$ cat src/rtl/alu_writeback.sv
// ALU write-back stage: in-order result FIFO draining into an 8x16 register file,
// sharing the single write port with a higher-priority memory-load path.
module alu_writeback #(
    parameter int DEPTH = 4
) (
    input  logic                       clk,
    input  logic                       rst,
    input  logic [15:0]                alu_result,
    input  logic [2:0]                 alu_dest,
    input  logic                       alu_valid,
    output logic                       alu_ready,
    input  logic [15:0]                ld_data,
    input  logic [2:0]                 ld_dest,
    input  logic                       ld_valid,
    output logic                       ld_ready,
    input  logic [2:0]                 rd_addr_a,
    input  logic [2:0]                 rd_addr_b,
    output logic [15:0]                rd_data_a,
    output logic [15:0]                rd_data_b,
    output logic [7:0]                 busy_mask,
    output logic [$clog2(DEPTH):0]     wb_count
);
    localparam int PW = $clog2(DEPTH);
    localparam int CW = PW + 1;

    logic [15:0]   fifo_data_q [DEPTH];
    logic [2:0]    fifo_dest_q [DEPTH];
    logic [PW-1:0] head_q, head_d;
    logic [PW-1:0] tail_q, tail_d;
    logic [CW-1:0] count_q, count_d;
    logic [15:0]   rf_q [8];

    logic          alu_xfer, ld_xfer, pop;
    logic          wr_en;
    logic [2:0]    wr_addr;
    logic [15:0]   wr_data;
    logic [PW-1:0] off;

    // An entry is live when its distance from head is below the occupancy.
    always_comb begin
        busy_mask = '0;
        off       = '0;
        for (int i = 0; i < DEPTH; i++) begin
            off = PW'(i) - head_q;
            if ({1'b0, off} < count_q)
                busy_mask[fifo_dest_q[i]] = 1'b1;
        end
    end

    assign alu_ready = !rst && (count_q < CW'(DEPTH));
    assign ld_ready  = !rst && !busy_mask[ld_dest];
    assign wb_count  = count_q;

    assign alu_xfer = alu_valid && alu_ready;
    assign ld_xfer  = ld_valid && ld_ready;
    assign pop      = !rst && (count_q != '0) && !ld_xfer;

    assign wr_en   = ld_xfer || pop;
    assign wr_addr = ld_xfer ? ld_dest : fifo_dest_q[head_q];
    assign wr_data = ld_xfer ? ld_data : fifo_data_q[head_q];

    always_comb begin
        head_d  = pop ? head_q + 1'b1 : head_q;
        tail_d  = alu_xfer ? tail_q + 1'b1 : tail_q;
        count_d = count_q;
        case ({alu_xfer, pop})
            2'b10:   count_d = count_q + 1'b1;
            2'b01:   count_d = count_q - 1'b1;
            default: count_d = count_q;
        endcase
    end

    function automatic logic [15:0] rd_port(input logic [2:0] addr);
        if (addr == 3'd0)
            return 16'h0;
        else if (wr_en && addr == wr_addr)
            return wr_data;
        else
            return rf_q[addr];
    endfunction

    assign rd_data_a = rd_port(rd_addr_a);
    assign rd_data_b = rd_port(rd_addr_b);

    always_ff @(posedge clk) begin
        if (rst) begin
            head_q  <= '0;
            tail_q  <= '0;
            count_q <= '0;
            for (int i = 0; i < 8; i++)
                rf_q[i] <= '0;
        end else begin
            head_q  <= head_d;
            tail_q  <= tail_d;
            count_q <= count_d;
            // r0 is hardwired; pops to r0 still consume the entry.
            if (wr_en && wr_addr != 3'd0)
                rf_q[wr_addr] <= wr_data;
        end
    end

    // Payload storage needs no reset: liveness comes from the pointers and count.
    always_ff @(posedge clk) begin
        if (alu_xfer) begin
            fifo_data_q[tail_q] <= alu_result;
            fifo_dest_q[tail_q] <= alu_dest;
        end
    end

endmodule
$ cat config.mk
export PLATFORM = sky130hd
export DESIGN_NAME = alu_writeback
export DESIGN_NICKNAME = d
export VERILOG_FILES = /design/src/rtl/alu_writeback.sv
export SDC_FILE = /design/constraint.sdc
export NUM_CORES = 1
export LEC_CHECK = 0
export CELL_PAD_IN_SITES_DETAIL_PLACEMENT = 1
export CELL_PAD_IN_SITES_GLOBAL_PLACEMENT = 1
export CORE_MARGIN = 2
export CORE_UTILIZATION = 30
export DETAILED_ROUTE_END_ITERATION = 10
export HOLD_SLACK_MARGIN = 0.12
export PLACE_DENSITY = 0.55
export SETUP_SLACK_MARGIN = 0.2
export SLEW_MARGIN = 25
export SYNTH_ARGS = -nofsm -noshare
export SYNTH_HDL_FRONTEND = slang
export SYNTH_SLANG_ARGS = --single-unit
$ cat constraint.sdc
create_clock -name clk -period 10.3 [get_ports clk]
set_input_delay 3.09 -clock clk [delete_from_list [all_inputs] [get_ports clk]]
set_output_delay 3.09 -clock clk [all_outputs]
set_load 0.02 [all_outputs]
==> impl_metrics.py, run 1 <==
metrics = {
    "sta": {
        "finalSetupTns_ns": 0,
        "slew_headroom_pct": 30.3,
        "fmaxAchievable_ghz": 0.101,
        "fin_crit_sh_pct": 96.0,
        "rsz0062_at_grt": "false",
        "worst_pin_slew_ns": 1.05,
        "final-setup-viol-count": 0,
        "min_period_ns": 9.89,
        "drv_slew": 0,
        "fin_skew_ns": 0.0207,
        "hold_violations": 0,
    },
    "die": {
        "dieArea_mm2": 0.0386,
        "die_x_um": 197,
        "ios": 93,
        "start_util_pct": 30.5,
        "row_count": 70,
        "core_area_mm2": 0.0365,
        "die_y_um": 197,
    },
    "placed_design": {
        "dp.cells": 1330,
        "hpwl_um": 22100,
        "finalWeightedCongestion": 0.763,
        "port_buffers": 92,
    },
    "clocking": {
        "cts.htree.levels": 1,
        "cts_tree": "yes",
        "cts_buffer_depth": 3,
        "cts-root-buf": "clkbuf_16",
        "numCtsBuffers": 26,
        "cts_hold_buffers": 0,
        "clock-sinks": 213,
        "path_clk_slew_ns": 0.05,
        "clock_latency_ns": 0.54,
    },
    "grt": {
        "overflow": 0,
        "grt_pass1_wl_um": 49700,
        "grt_max_degree": 35,
        "antenna_found_initial": 0,
        "grt_pass1_vias": 7873,
        "track_usage_pct": 17.0,
    },
    "worst_setup_path": {
        "cp_slowest_cell": "clkdlybuf4s50_1",
        "startpoint_type": "input pin",
        "cpPeakStageDelay_ns": 0.69,
        "cp_max_fo": 24,
        "crit_chain": "clkdlybuf4s50_1 > inv_1 > or3_1 > o22ai_2 > o21ai_0 > a21boi_4 > o22a_1 > buf_4 > a221oi_1 > a311oi_1 > clkdlybuf4s50_1",
        "crit_type": "in2out",
        "critPathRequiredTime_ns": 7.21,
        "crit_top_cell": "clkdlybuf4s50_1",
        "cp-end-kind": "output pin",
        "arrival_ns": 6.80,
    },
    "synthesis": {
        "ys_warn_count": 0,
        "syn-cell-area_mm2": 0.0111,
        "synth_top_cell_area_share_pct": 55.1,
        "ys_seq_area_share_pct": 56.7,
        "synth_common_cells": "edfxtp_1, nor2_1, mux4_2",
        "synth.avg_cell_area_um2": 14.4,
        "async_flop_share_pct": 0,
        "yosysTopAreaCell": "edfxtp_1",
        "synth_area_leaders": "edfxtp_1, mux4_2, nor2_1, dfxtp_1, a221oi_1",
        "yosys_register_bits": 213,
        "synth_edf_count": 204,
        "synthCells": 772,
        "post-synth-top-count-cell": "edfxtp_1",
        "synth_flop_cell": "edfxtp_1",
        "synth_cell_types": 67,
    },
    "route": {
        "wl_per_cell_um": 23.6,
        "vias": 7278,
        "post_drt_via_cell_ratio": 5.27,
        "drt_first_iter_violations": 462,
        "final_antenna_net_count": 0,
        "dr.pass1.iters": 4,
        "drcViolationCount": 0,
        "route.final.wire_length_um": 32600,
    },
    "finish": {
        "area_growth_pct": 22.4,
        "instances_no_fill": 1382,
        "fillerInstances": 3757,
        "utilization_pct": 37.3,
        "drive_gt1_share_pct": 23.2,
        "final-seq-area_mm2": 0.00631,
        "multi_input_area_mm2": 0.00460,
        "nNetsFinal": 952,
        "n_antenna_cell": 0,
    },
    "power": {
        "powerDensity_mw_per_mm2": 205,
        "max-vdd-ir-drop_uv": 132,
        "p_leak_nw": 4.66,
    },
    "min_path": {
        "hold_class": "reg2reg",
    },
    "flow_run": {
        "drv_cap": 0,
    },
    "outcome": {
        "status": "completed",
    },
}
[cells in the final DEF, fill, tap and decap left out, types with 20 or more instances in the layout]
cell	synthesis	final
nor2_1	128	128
and2_1	21	21
clkdlybuf4s50_1	0	87
edfxtp_1	204	204
clkbuf_16	0	26
a221oi_1	20	20
nand2_1	43	43
mux4_2	83	83
inv_1	22	22
buf_4	2	40
[critical path, delay by kind of cell]
kind	cells	cell delay [ns]
buffers and inverters	4	1.69
AO/OA/AOI/OAI	6	1.63
AND/OR/NAND/NOR	1	0.36
[final cells by class]
class	instances	share of cell area, %
sequential	213	46.3
multi-input combinational	497	33.8
timing repair buffer	132	8.78
clock buffer	34	5.22
tap	468	4.30
clock inverter	14	0.983
inverter	24	0.661
[state kept, by name, summed over array words and instances (netlist names), named ones only]
register     count
rf_q           128
fifo_data_q     64
fifo_dest_q     12
wb_count         3
head_q           2
tail_q           2
[where the power goes]
| group | leakage, nW | switching, W | internal, W |
|---|---|---|---|
| logic | 2.17 | 0.000475 | 0.000344 |
| clock network | 0.415 | 0.000364 | 0.000536 |
| registers | 2.08 | 0.0000414 | 0.00104 |
[repair_timing]
| action | 4_1_cts | 5_1_grt |
|---|---|---|
| buffers inserted | 2 | 2 |
| setup endpoints to repair | 5 | 14 |
| gates resized for setup | 0 | 2 |
| gates cloned | 0 | 0 |
| pin swaps | 1 | 1 |
[metrics by stage]
stage | hold WS, ns | power (W) | setup WS (ns) | area, µm²
final | 0.551 | 0.00280 | 0.415 | 13600
after global routing | 0.615 | 0.00292 | 0.219 | 13600
after CTS | 0.562 | 0.00282 | 0.337 | 13600
after detailed placement | 0.553 | 0.00192 | 0.130 | 12700
after global placement | 0.552 | 0.00191 | 0.261 | 12700
after floorplan | 0.506 | 0.00158 | 1.37 | 11200
[worst paths after layout]
kind              slack (ns)  depth (start not counted)                  endpoint              startpoint
setup / recovery        0.41                         11              rd_data_a[4]              ld_dest[0]
hold / removal          0.55                          2    tail_q[1]$_SDFFE_PP0P_  tail_q[1]$_SDFFE_PP0P_
setup reg to reg        5.23                         13  rf_q[3][8]$_SDFFCE_PN0P_  head_q[0]$_SDFFE_PP0P_
hold reg to reg         0.55                          2    tail_q[1]$_SDFFE_PP0P_  tail_q[1]$_SDFFE_PP0P_
[layer usage]
metal / part of all wire [%] / track usage, % / up-vias
met5: 0 / 0 / -
met1: 47 / 23.6 / 3776
met4: 2.4 / 4.01 / 0
met3: 4.1 / 2.38 / 43
met2: 47 / 28.5 / 169
li1: - / - / 3290
[kinds of logic after synthesis]
kind of cell	count (synthesis)	synth area share, %
simple gates	247	10.4
flops	213	56.7
compound gates	114	9.47
mux	102	18.7
buf+inv	77	2.89
fa+ha+maj	10	1.19
xor+xnor	8	0.630
other cells	1	0.0337
Power figures use the tool's default switching activity.
==> run 2, diff against run 1 <==
- CORE_ASPECT_RATIO: unset -> 0.75
==> run 2 against run 1 <==
  * Final area up 0.18%
  * Clock-buffer cell count down 6
  * Largest cell class unchanged
  * Die area about the same
  * Register-to-register slack worse by 0.34 ns
  * Sequential power about the same
  * Clock skew down 0.0035 ns
  * Fmax up 0.11%
  * Sequential share of layout area down 0.085 points
  * Cell count up 2.4%
==> impl_metrics.py, run 2 (synthesized netlist as in run 1, its figures left out) <==
metrics = {
    "outcome": {
        "status": "completed",
    },
    "sta": {
        "fin_skew_ns": 0.0172,
        "fmaxAchievable_ghz": 0.101,
        "drv_slew": 0,
        "fin_crit_sh_pct": 95.9,
        "rsz0062_at_grt": "false",
        "worst_pin_slew_ns": 1.03,
        "finalSetupTns_ns": 0,
        "final-setup-viol-count": 0,
        "slew_headroom_pct": 31.2,
        "timing.final.ws_setup_ns": 0.425,
        "min_period_ns": 9.87,
        "hold_violations": 0,
    },
    "die": {
        "ios": 93,
        "dieArea_mm2": 0.0387,
        "start_util_pct": 30.2,
        "core_area_mm2": 0.0368,
        "die_x_um": 226,
        "die_y_um": 171,
        "row_count": 61,
    },
    "finish": {
        "multi_input_area_mm2": 0.00460,
        "nNetsFinal": 952,
        "top_regs": "rf_q x128, fifo_data_q x64, fifo_dest_q x12",
        "n_antenna_cell": 0,
        "fillerInstances": 3867,
        "final_common_cell": "edfxtp_1",
        "largest_register_ffs": 128,
        "final-seq-area_mm2": 0.00631,
        "instances_no_fill": 1415,
        "drive_gt1_share_pct": 22.5,
        "area_growth_pct": 22.7,
        "layout_common_cells": "edfxtp_1, nor2_1, clkdlybuf4s50_1, mux4_2, nand2_1",
        "regMostFlops": "rf_q",
    },
    "route": {
        "vias": 7325,
        "drcViolationCount": 0,
        "drt_first_iter_violations": 610,
        "dr.pass1.iters": 5,
        "final_antenna_net_count": 0,
        "route.final.wire_length_um": 33500,
        "wl_per_cell_um": 23.7,
        "post_drt_via_cell_ratio": 5.18,
    },
    "grt": {
        "antenna_found_initial": 0,
        "overflow": 0,
        "grt_pass1_vias": 7647,
        "grt_pass1_wl_um": 50200,
        "track_usage_pct": 17.5,
        "grt_max_degree": 36,
    },
    "worst_setup_path": {
        "r2r_end": "rf_q[1][13]$_SDFFCE_PN0P_",
        "cpPeakStageDelay_ns": 0.68,
        "worst-path-buf-inv": 4,
        "crit_top_cell": "clkdlybuf4s50_1",
        "r2r_setup_slack_ns": 4.89,
        "crit_type": "in2out",
        "r2r-start": "wb_count[1]$_SDFFE_PP0P_",
        "cp_slowest_cell": "mux2i_1",
        "crit_chain": "clkdlybuf4s50_1 > inv_1 > or3_1 > o22ai_1 > a211oi_4 > nor2_4 > buf_4 > mux2i_1 > a311oi_1 > clkdlybuf4s50_1",
        "cp-end-kind": "output pin",
        "cp_max_fo": 20,
        "critPathRequiredTime_ns": 7.21,
        "r2r_cells": 13,
        "crit_family": "buffers and inverters",
        "startpoint_type": "input pin",
        "arrival_ns": 6.78,
    },
    "clocking": {
        "numCtsBuffers": 23,
        "clock-sinks": 213,
        "path_clk_slew_ns": 0.07,
        "cts_buffer_depth": 3,
        "clock_latency_ns": 0.54,
        "cts-root-buf": "clkbuf_16",
        "cts.htree.levels": 1,
        "cts_hold_buffers": 0,
        "cts_tree": "yes",
    },
    "placed_design": {
        "port_buffers": 92,
        "dp.cells": 1369,
        "finalWeightedCongestion": 0.810,
        "pre_cts_ws_ns": 0.332,
        "hpwl_um": 23200,
    },
    "power": {
        "p_leak_nw": 4.64,
        "powerDensity_mw_per_mm2": 205,
        "max-vdd-ir-drop_uv": 102,
        "total_power_w": 0.00280,
    },
    "min_path": {
        "hold_class": "reg2reg",
        "min_path_cells": 2,
        "hp-start": "tail_q[1]$_SDFFE_PP0P_",
        "holdPathEnd": "tail_q[1]$_SDFFE_PP0P_",
    },
    "flow_run": {
        "drv_cap": 0,
    },
}
-- run 2: cell types whose count changed in the layout (fill, tap and decap cells not counted), sizes merged --
cell,delta
bufinv,+2
inv,+1
buf,+3
clkbuf,-6
clkinv,-3
-- run 2: tightest hold or removal path: stages (launching register included) --
cell	delay, ns
dfxtp_1	0.33
inv_1	0.09
o31ai_1	0.09
-- run 2: worst max-delay path by stage --
stage / from / endpoint / slack [ns] / cells past startpoint
final: ld_dest[0] / rd_data_a[8] / 0.43 / 10
after global placement: ld_dest[1] / rd_data_b[7] / 0.40 / 10
after detailed placement: ld_dest[0] / rd_data_b[9] / 0.33 / 11
after floorplan: ld_dest[1] / rd_data_b[4] / 1.37 / 10
after CTS: ld_dest[0] / rd_data_a[6] / 0.28 / 11
after global routing: ld_dest[0] / rd_data_b[2] / 0.21 / 11
-- run 2: through the flow --
stage	hold slack, ns	cell area (µm²)	utilization (%)
after detailed placement	0.549	12800	34.8
after floorplan	0.506	11200	-
after global routing	0.593	13600	37.1
after global placement	0.559	12800	34.8
after CTS	0.561	13600	37.0
final	0.560	13600	37.1
-- run 2: routing by layer --
metal	vias to the layer above	global-route usage, %	share of wire (%)
li1	3290	-	-
met1	3763	26.2	49
met2	218	26.6	44
met3	54	2.80	5.1
met4	0	4.00	2.1
met5	-	0	0
-- run 2: repair_timing --
| item | CTS | global route |
|---|---|---|
| resized for setup | 0 | 3 |
| buffers inserted | 0 | 4 |
| endpoints found under the setup margin | 0 | 14 |
-- run 2: layout make-up --
type	count	share of cell area, %
Tap cell	504	4.62
Inverter	24	0.660
Sequential cell	213	46.2
Clock buffer	28	4.35
Timing Repair Buffer	135	9.02
Multi-Input combinational cell	497	33.7
Clock inverter	14	1.42
-- run 2: report_power, final --
group,total (W),switching [W],internal [W]
clock,0.000884,0.000366,0.000517
combinational,0.000836,0.000486,0.000350
sequential,0.00108,0.0000462,0.00104
==> run 3, diff against run 2 <==
- SKIP_LAST_GASP: unset -> 1
==> results of run 3 <==
The final DEF is identical to that of run 2; final timing and power are the same.
